## src/rtl/mem_arbiter_if.sv

```systemverilog
// Request/response and memory-side signal bundle for mem_arbiter.
// The slave modport is the arbiter; the master modport is the requesters plus the memory macro.
interface mem_arbiter_if #(
  parameter int unsigned AW = 16,
  parameter int unsigned DW = 16
);
  logic [2:0]      req;
  logic [2:0]      we;
  logic [3*AW-1:0] addr;
  logic [3*DW-1:0] wdata;
  logic [2:0]      ack;
  logic [DW-1:0]   rdata;
  logic            mem_en;
  logic            mem_we;
  logic [AW-1:0]   mem_addr;
  logic [DW-1:0]   mem_wdata;
  logic [DW-1:0]   mem_rdata;
  logic            busy;
  logic [1:0]      gnt_id;

  modport slave (
    input  req, we, addr, wdata, mem_rdata,
    output ack, rdata, mem_en, mem_we, mem_addr, mem_wdata, busy, gnt_id
  );

  modport master (
    output req, we, addr, wdata, mem_rdata,
    input  ack, rdata, mem_en, mem_we, mem_addr, mem_wdata, busy, gnt_id
  );
endinterface

```

## src/rtl/mem_arbiter.sv

```systemverilog
// Round-robin arbiter sharing one single-port memory between fetch, load/store and loader ports.
// Each transaction runs IDLE (arbitrate) -> ACCESS (LATENCY cycles) -> RESP (ack pulse).
module mem_arbiter #(
  parameter int unsigned AW      = 16,
  parameter int unsigned DW      = 16,
  parameter int unsigned LATENCY = 1
) (
  input  logic           clock,
  input  logic           reset,
  mem_arbiter_if.slave   bus
);

  localparam int unsigned CW = (LATENCY > 1) ? $clog2(LATENCY) : 1;

  typedef enum logic [1:0] {
    S_IDLE   = 2'd0,
    S_ACCESS = 2'd1,
    S_RESP   = 2'd2
  } state_t;

  state_t          r_state;
  logic [1:0]      r_last;
  logic [1:0]      r_gnt_id;
  logic            r_we;
  logic [AW-1:0]   r_addr;
  logic [DW-1:0]   r_wdata;
  logic [DW-1:0]   r_rdata;
  logic [CW-1:0]   r_cnt;
  logic            r_busy;

  logic [1:0]      w_c1;
  logic [1:0]      w_c2;
  logic [1:0]      w_c3;
  logic            w_found;
  logic [1:0]      w_pick;
  logic            w_last_beat;

  function automatic logic [1:0] next_port(input logic [1:0] p);
    return (p >= 2'd2) ? 2'd0 : p + 2'd1;
  endfunction

  // Scan order starts one past the previous winner so no port waits more than two transactions.
  assign w_c1 = next_port(r_last);
  assign w_c2 = next_port(w_c1);
  assign w_c3 = next_port(w_c2);

  always_comb begin
    w_found = 1'b0;
    w_pick  = 2'd0;
    if (bus.req[w_c1]) begin
      w_found = 1'b1;
      w_pick  = w_c1;
    end else if (bus.req[w_c2]) begin
      w_found = 1'b1;
      w_pick  = w_c2;
    end else if (bus.req[w_c3]) begin
      w_found = 1'b1;
      w_pick  = w_c3;
    end
  end

  assign w_last_beat = (r_cnt == CW'(LATENCY - 1));

  always_ff @(posedge clock or negedge reset) begin
    if (!reset) begin
      r_state  <= S_IDLE;
      r_last   <= 2'd2;
      r_gnt_id <= 2'd0;
      r_we     <= 1'b0;
      r_addr   <= '0;
      r_wdata  <= '0;
      r_rdata  <= '0;
      r_cnt    <= '0;
      r_busy   <= 1'b0;
    end else begin
      case (r_state)
        S_IDLE: begin
          if (w_found) begin
            r_last   <= w_pick;
            r_gnt_id <= w_pick;
            r_we     <= bus.we[w_pick];
            r_addr   <= bus.addr[w_pick*AW +: AW];
            r_wdata  <= bus.wdata[w_pick*DW +: DW];
            r_cnt    <= '0;
            r_busy   <= 1'b1;
            r_state  <= S_ACCESS;
          end
        end
        S_ACCESS: begin
          r_cnt <= r_cnt + CW'(1);
          if (w_last_beat) begin
            if (!r_we) begin
              r_rdata <= bus.mem_rdata;
            end
            r_state <= S_RESP;
          end
        end
        S_RESP: begin
          r_busy  <= 1'b0;
          r_state <= S_IDLE;
        end
        default: begin
          r_busy  <= 1'b0;
          r_state <= S_IDLE;
        end
      endcase
    end
  end

  // Memory strobes and ack decode straight from state so reset kills them without waiting for a clock.
  assign bus.mem_en    = (r_state == S_ACCESS);
  assign bus.mem_we    = (r_state == S_ACCESS) && r_we && (r_cnt == '0);
  assign bus.mem_addr  = (r_state == S_ACCESS) ? r_addr  : '0;
  assign bus.mem_wdata = (r_state == S_ACCESS) ? r_wdata : '0;
  assign bus.ack       = (r_state == S_RESP) ? (3'b001 << r_gnt_id) : 3'b000;

  assign bus.rdata  = r_rdata;
  assign bus.busy   = r_busy;
  assign bus.gnt_id = r_gnt_id;

endmodule

```

## src/flat_wrapper.sv

```systemverilog
// flat-port wrapper written by rule: the top's interface ports become plain ports
module mem_arbiter_flat 
#(
  parameter int unsigned AW      = 16,
  parameter int unsigned DW      = 16,
  parameter int unsigned LATENCY = 1
)
  (clock, reset, bus_req, bus_we, bus_addr, bus_wdata, bus_mem_rdata, bus_ack, bus_rdata, bus_mem_en, bus_mem_we, bus_mem_addr, bus_mem_wdata, bus_busy, bus_gnt_id);
  mem_arbiter_if #(.AW(AW), .DW(DW)) bus_i ();
  input  logic clock;
  input  logic reset;
  input wire logic [$bits(bus_i.req)-1:0] bus_req;
  input wire logic [$bits(bus_i.we)-1:0] bus_we;
  input wire logic [$bits(bus_i.addr)-1:0] bus_addr;
  input wire logic [$bits(bus_i.wdata)-1:0] bus_wdata;
  input wire logic [$bits(bus_i.mem_rdata)-1:0] bus_mem_rdata;
  output wire logic [$bits(bus_i.ack)-1:0] bus_ack;
  output wire logic [$bits(bus_i.rdata)-1:0] bus_rdata;
  output wire logic [$bits(bus_i.mem_en)-1:0] bus_mem_en;
  output wire logic [$bits(bus_i.mem_we)-1:0] bus_mem_we;
  output wire logic [$bits(bus_i.mem_addr)-1:0] bus_mem_addr;
  output wire logic [$bits(bus_i.mem_wdata)-1:0] bus_mem_wdata;
  output wire logic [$bits(bus_i.busy)-1:0] bus_busy;
  output wire logic [$bits(bus_i.gnt_id)-1:0] bus_gnt_id;
  assign bus_i.req = bus_req;
  assign bus_i.we = bus_we;
  assign bus_i.addr = bus_addr;
  assign bus_i.wdata = bus_wdata;
  assign bus_i.mem_rdata = bus_mem_rdata;
  assign bus_ack = bus_i.ack;
  assign bus_rdata = bus_i.rdata;
  assign bus_mem_en = bus_i.mem_en;
  assign bus_mem_we = bus_i.mem_we;
  assign bus_mem_addr = bus_i.mem_addr;
  assign bus_mem_wdata = bus_i.mem_wdata;
  assign bus_busy = bus_i.busy;
  assign bus_gnt_id = bus_i.gnt_id;
  mem_arbiter #(.AW(AW), .DW(DW), .LATENCY(LATENCY)) u_core (.clock(clock), .reset(reset), .bus(bus_i));
endmodule
```

## config.mk

```make
export PLATFORM = sky130hd
export DESIGN_NAME = mem_arbiter_flat
export DESIGN_NICKNAME = d
export VERILOG_FILES = /design/src/rtl/mem_arbiter_if.sv /design/src/rtl/mem_arbiter.sv /design/src/flat_wrapper.sv
export SDC_FILE = /design/constraint.sdc
export NUM_CORES = 1
export LEC_CHECK = 0
export ABC_AREA = 1
export ABC_CLOCK_PERIOD_IN_PS = 2900
export BUFFER_PORTS_ARGS = -buffer_cell sky130_fd_sc_hd__buf_2
export CAP_MARGIN = 20
export CORE_MARGIN = 4
export CORE_UTILIZATION = 41
export CTS_CLUSTER_DIAMETER = 120
export DETAILED_ROUTE_END_ITERATION = 8
export PLACE_DENSITY = 0.75
export SYNTH_ARGS = -nofsm -noshare
export SYNTH_HDL_FRONTEND = slang
export SYNTH_SLANG_ARGS = --single-unit
```

## constraint.sdc

```tcl
create_clock -name clock -period 2.9 [get_ports clock]
set_clock_uncertainty 0.1 [all_clocks]
set_input_delay 0.435 -clock clock [delete_from_list [all_inputs] [get_ports clock]]
set_output_delay 0.435 -clock clock [all_outputs]
set_load 0.05 [all_outputs]
```

# Yosys cells after proc, flatten, opt, wreduce, memory -nomap -nowiden

Cells that the tools add are included.

Register bits after elaboration: 57
Word-level logic and storage cells: 66
Bits of input ports: 120
Output and inout bits: 56

Eq/ne operators: 4
Reductions and logical operators: 9
Mux-type cells: 27
Order comparisons: 7
Add/subtract/negate cells: 4
Shift operators: 3
Bitwise operators: 3

Operator list:

| kind                | number |
|---|---|
| $shiftx 48x7->16    | 2 |
| $mux 16             | 2 |
| $mux 2              | 8 |
| $lt 2x3->1 const B  | 4 |
| $mux 1              | 9 |
| $bmux 1 s2          | 4 |
| $reduce_and 2->1    | 4 |
| $add 2x1->2 const B | 3 |
| $ge 2x2->1 const B  | 3 |
| $pmux 1 s2          | 2 |
| $pmux 2 s2          | 1 |
| $mux 3              | 1 |
| $not 1->1           | 3 |
| $reduce_and 3->1    | 1 |
| $shl 1x2->3 const A | 1 |
| $eq 2x1->1 const B  | 1 |
| $eq 2x2->1 const B  | 1 |
| $logic_and 1x1->1   | 2 |
| $logic_not 2->1     | 1 |
| $ne 2x1->1 const B  | 1 |
| $ne 2x2->1 const B  | 1 |
| $reduce_bool 2->1   | 1 |
| $add 1x1->1 const B | 1 |

# Longest topological paths before layout

Word-level depth: 13
Mapped depth: 10
Depth with buffers taken out: 9

# Least setup slack after synthesis

OpenSTA, ideal clock, no wires.

Path type: reg-to-output
From: register u_core.r_state[1]
To: output port bus_mem_addr[0]
Path buffers: 1
Required time: 2365 ps
Stages on the path, launching flop included: 5
Data arrival time: 2354 ps
Slack: 11 ps
Cells stage by stage: dfrtp_1 nor2_1 inv_1 clkbuf_1 nor2_1

Longest elaborated chain between the ends: 2

RTL lines:

| what                   | line               | text |
|---|---|---|
| from (decl)            | mem_arbiter.sv:21  | `state_t r_state;` |
| from (signal assigned) | mem_arbiter.sv:66  | `r_state <= S_IDLE;` |
| from (signal assigned) | mem_arbiter.sv:86  | `r_state <= S_ACCESS;` |
| from (signal assigned) | mem_arbiter.sv:95  | `r_state <= S_RESP;` |
| $eq 2x1->1             | n/a                |  |
| via bus_mem_en         | flat_wrapper.sv:19 | `output wire logic [$bits(bus_i.mem_en)-1:0] bus_mem_en;` |
| $mux 16                | mem_arbiter.sv:113 | `assign bus.mem_addr = (r_state == S_ACCESS) ? r_addr : '0;` |
| to (decl)              | flat_wrapper.sv:21 | `output wire logic [$bits(bus_i.mem_addr)-1:0] bus_mem_addr;` |

The timed path passes the listed nets, and every way through them passes these cells.

# Worst setup path after layout

From: register u_core.r_state[1]
To: output port bus_mem_wdata[1]

Longest elaborated chain between the ends: 2

RTL lines:

| what       | line               | text |
|---|---|---|
| $eq 2x1->1 | mem_arbiter.sv:114 | `assign bus.mem_wdata = (r_state == S_ACCESS) ? r_wdata : '0;` |
| $mux 16    | mem_arbiter.sv:114 |  |
| to (decl)  | flat_wrapper.sv:22 | `output wire logic [$bits(bus_i.mem_wdata)-1:0] bus_mem_wdata;` |

Every way passes these cells.

==> key figures <==
Run status
  – Status: complete, no violations

Synth
  – Async SR Flop Fraction: 100.0%
  – Flops & latches, synth: 56
  – Post-synth EDFFs: 0
  – Area leader, netlist: dfrtp_1
  – Post-Syn Area: between 3000 and 4000 µm²
  – Syn avg cell area: about 7.0 µm²
  – Yosys Warn Count: 0
  – Netlist cell types: 22
  – Syn_nets: just over 600
  – Commonest cells in the netlist: nand2_1, nand3_1, dfrtp_1
  – Area contributors post-synth: dfrtp_1, nand3_1, nand2_1, mux2_2, inv_1
  – Sequential share of the synthesized area: between 40% and 50%
  – Synth Instances: between 400 and 500
  – Most frequent cell after synthesis: nand2_1
  – Synth top area share: ~40%
  – Primary FF master, synth: dfrtp_1

Clock network
  – Worst-path clk slew: roughly 110 ps
  – Max clock buf depth: 2
  – Buffers inserted by post-CTS timing repair: 0
  – Cts-stage hold buffer count: 1
  – Root Driver: clkbuf_8
  – Post-CTS sizing: 0
  – Worst skew pair latency: just over 300 ps
  – CTS tree: built
  – H-tree Lvls: 2
  – Number of clock sinks: 56
  – CTS Buf Count: 5

STA
  – Least-Margin Pin Slew: approximately 700 ps
  – Fin. max-slew vios: 0
  – Max-slew headroom: ~53%
  – Setup-failing EPs final: 0
  – Fin Setup TNS: 0 ps
  – RSZ-0062 raised after global routing: false
  – Setup ws final: ~200 ps
  – Final hold viol count: 0
  – Final min period: between 2000 and 3000 ps
  – Fmax: roughly 370 MHz
  – Part of the cycle the worst path needs: 92.94%

Placed design
  – Dpl ws: 546.5 ps
  – Placed cell count: approximately 760
  – DP Wirelength: between 8 and 9 mm
  – Gp weighted congestion: about 0.85
  – Buffers on Ports: around 180

Layout
  – Antenna Diode Count: 0
  – Multi-input logic area: 1710 µm²
  – Storage element area: roughly 1400 µm²
  – Layout cells sized above 1: between 30% and 40%
  – Fin cells: about 770
  – Fill count: about 820
  – Layout Nets: ~780
  – Area grow syn2layout: 29.60%

Critical path
  – WP data arrival: 2160 ps
  – Critical Path RT: 2370 ps
  – Startpoint class of the critical path: flop
  – Setup crit end kind: primary output
  – Critical setup path kind: flop to primary output
  – Crit Path Max Fanout: 28

Floorplan
  – Die area: roughly 10000 µm²
  – Die Wd: around 100 µm
  – # IOs: ~180
  – Core Rows: 33
  – Chip height: between 100 and 150 µm
  – Starting Density: 42.24%
  – CORE AREA: between 8000 and 9000 µm²

Power
  – Peak supply drop: between 700 and 800 µV
  – Static Leak: approximately 0.0026 µW
  – Total power: 6318 µW
  – Pwr Density: around 1400 nW/µm²

Min path
  – Hold/Removal Path Class: input pin to flop

Route
  – Iter 0 DRT Violations: roughly 180
  – Via-to-Cell Ratio: 5.013
  – Routed len/inst: ~15 µm
  – Antenna-violating nets left: 0
  – DRT Pass-1 Iters: 5
  – Total Routed Length: approximately 11 mm
  – DRC Markers: 0
  – Total number of vias: around 3800

Global routing
  – Initial antenna violation count: 0
  – First-pass GRT wire length: 17.89 mm
  – Total Routing Usage GR: between 20% and 30%
  – Largest net degree at the start of global routing: 39
  – Total congestion overflow: 0
  – Number of global-route vias before repair: between 3000 and 4000

Flow run
  – Total of max-cap violations: 0
[stage by stage]
stage	hold slack (ps)	util, %	cell area [µm²]
4_1_cts	243.2	54.74	4498
2_1_floorplan	39.41	-	3471
6_report	245.6	54.74	4498
3_3_place_gp	275.6	53.21	4372
3_5_place_dp	286.7	53.21	4372
5_1_grt	244.4	54.74	4498
[power breakdown]
part / switching, µW / internal, µW
Combinational: 3160 / 1200
Sequential: 237 / 1200
Clock: 267 / 261
[layout make-up]
type,instances,area share [%]
Multi-Input combinational cell,363,38.03
Sequential cell,56,31.18
Timing Repair Buffer,186,21.36
Inverter,47,3.922
Tap cell,105,2.921
Clock buffer,5,1.530
Clock inverter,3,1.057
[state kept, by name (all words and copies together) (netlist names)]
| register | flops |
|---|---|
| u_core.r_state | 2 |
| u_core.bus.rdata | 16 |
| u_core.r_addr | 16 |
| u_core.bus.gnt_id | 2 |
| u_core.r_wdata | 16 |
| u_core.r_cnt | 1 |
| u_core.bus.busy | 1 |
| u_core.r_we | 1 |
| u_core.r_last | 1 |
[logic make-up (layout without fill, tap and decap cells)]
| group | Yosys count | after routing | synth area share (%) |
|---|---|---|---|
| flip-flops | 56 | 56 | 40.41 |
| multiplexers | 16 | 16 | 5.191 |
| AND/OR/NAND/NOR | 340 | 340 | 42.86 |
| buffers and inverters | 80 | 241 | 10.31 |
| AO/OA/AOI/OAI | 7 | 7 | 1.226 |
[final timing paths]
| kind | start | endpoint | slack (ps) | cells past startpoint |
|---|---|---|---|---|
| min reg2reg | u_core.r_addr[13] | u_core.r_addr[13] | 390 | 2 |
| max reg2reg | u_core.r_last[1] | u_core.r_wdata[5] | 550 | 9 |
| min | bus_mem_rdata[15] | u_core.bus.rdata[15] | 250 | 2 |
| max in group asynchronous | reset | u_core.r_last[1] | 1350 | 3 |
| max | u_core.r_state[1] | bus_mem_wdata[1] | 200 | 5 |
| min in group asynchronous | reset | u_core.bus.rdata[6] | 470 | 2 |
[critical path, stage by stage (launching register included)]
cell	delay [ps]
dfrtp_1	430
nor2_1	460
inv_1	210
buf_4	300
nor2_1	160
buf_2	290
[metal layers]
layer | GRT usage [%] | wire length [µm] | up-vias
li1 | - | - | 1912
met1 | 27.10 | 4448 | 1744
met2 | 40.23 | 5659 | 164
met3 | 2.849 | 828 | 15
met4 | 6.425 | 182 | 0
met5 | 0 | 0 | -
[cells in the final DEF, fill, tap and decap left out]
cell type / instances
bufinv_16: 1
nor3_1: 3
clkinv_4: 2
dfstp_2: 1
buf_2: 175
inv_1: 46
clkbuf_8: 5
inv_2: 1
a21oi_2: 2
nand2_1: 149
nor2_1: 42
nand2_2: 5
o21ai_0: 5
nand3_1: 136
mux2_2: 16
buf_4: 10
nor2_4: 1
dlygate4sd3_1: 1
dfrtp_1: 55
nand4_1: 1
nor2_2: 1
nand3_2: 2
Power figures use the tool's default switching activity.
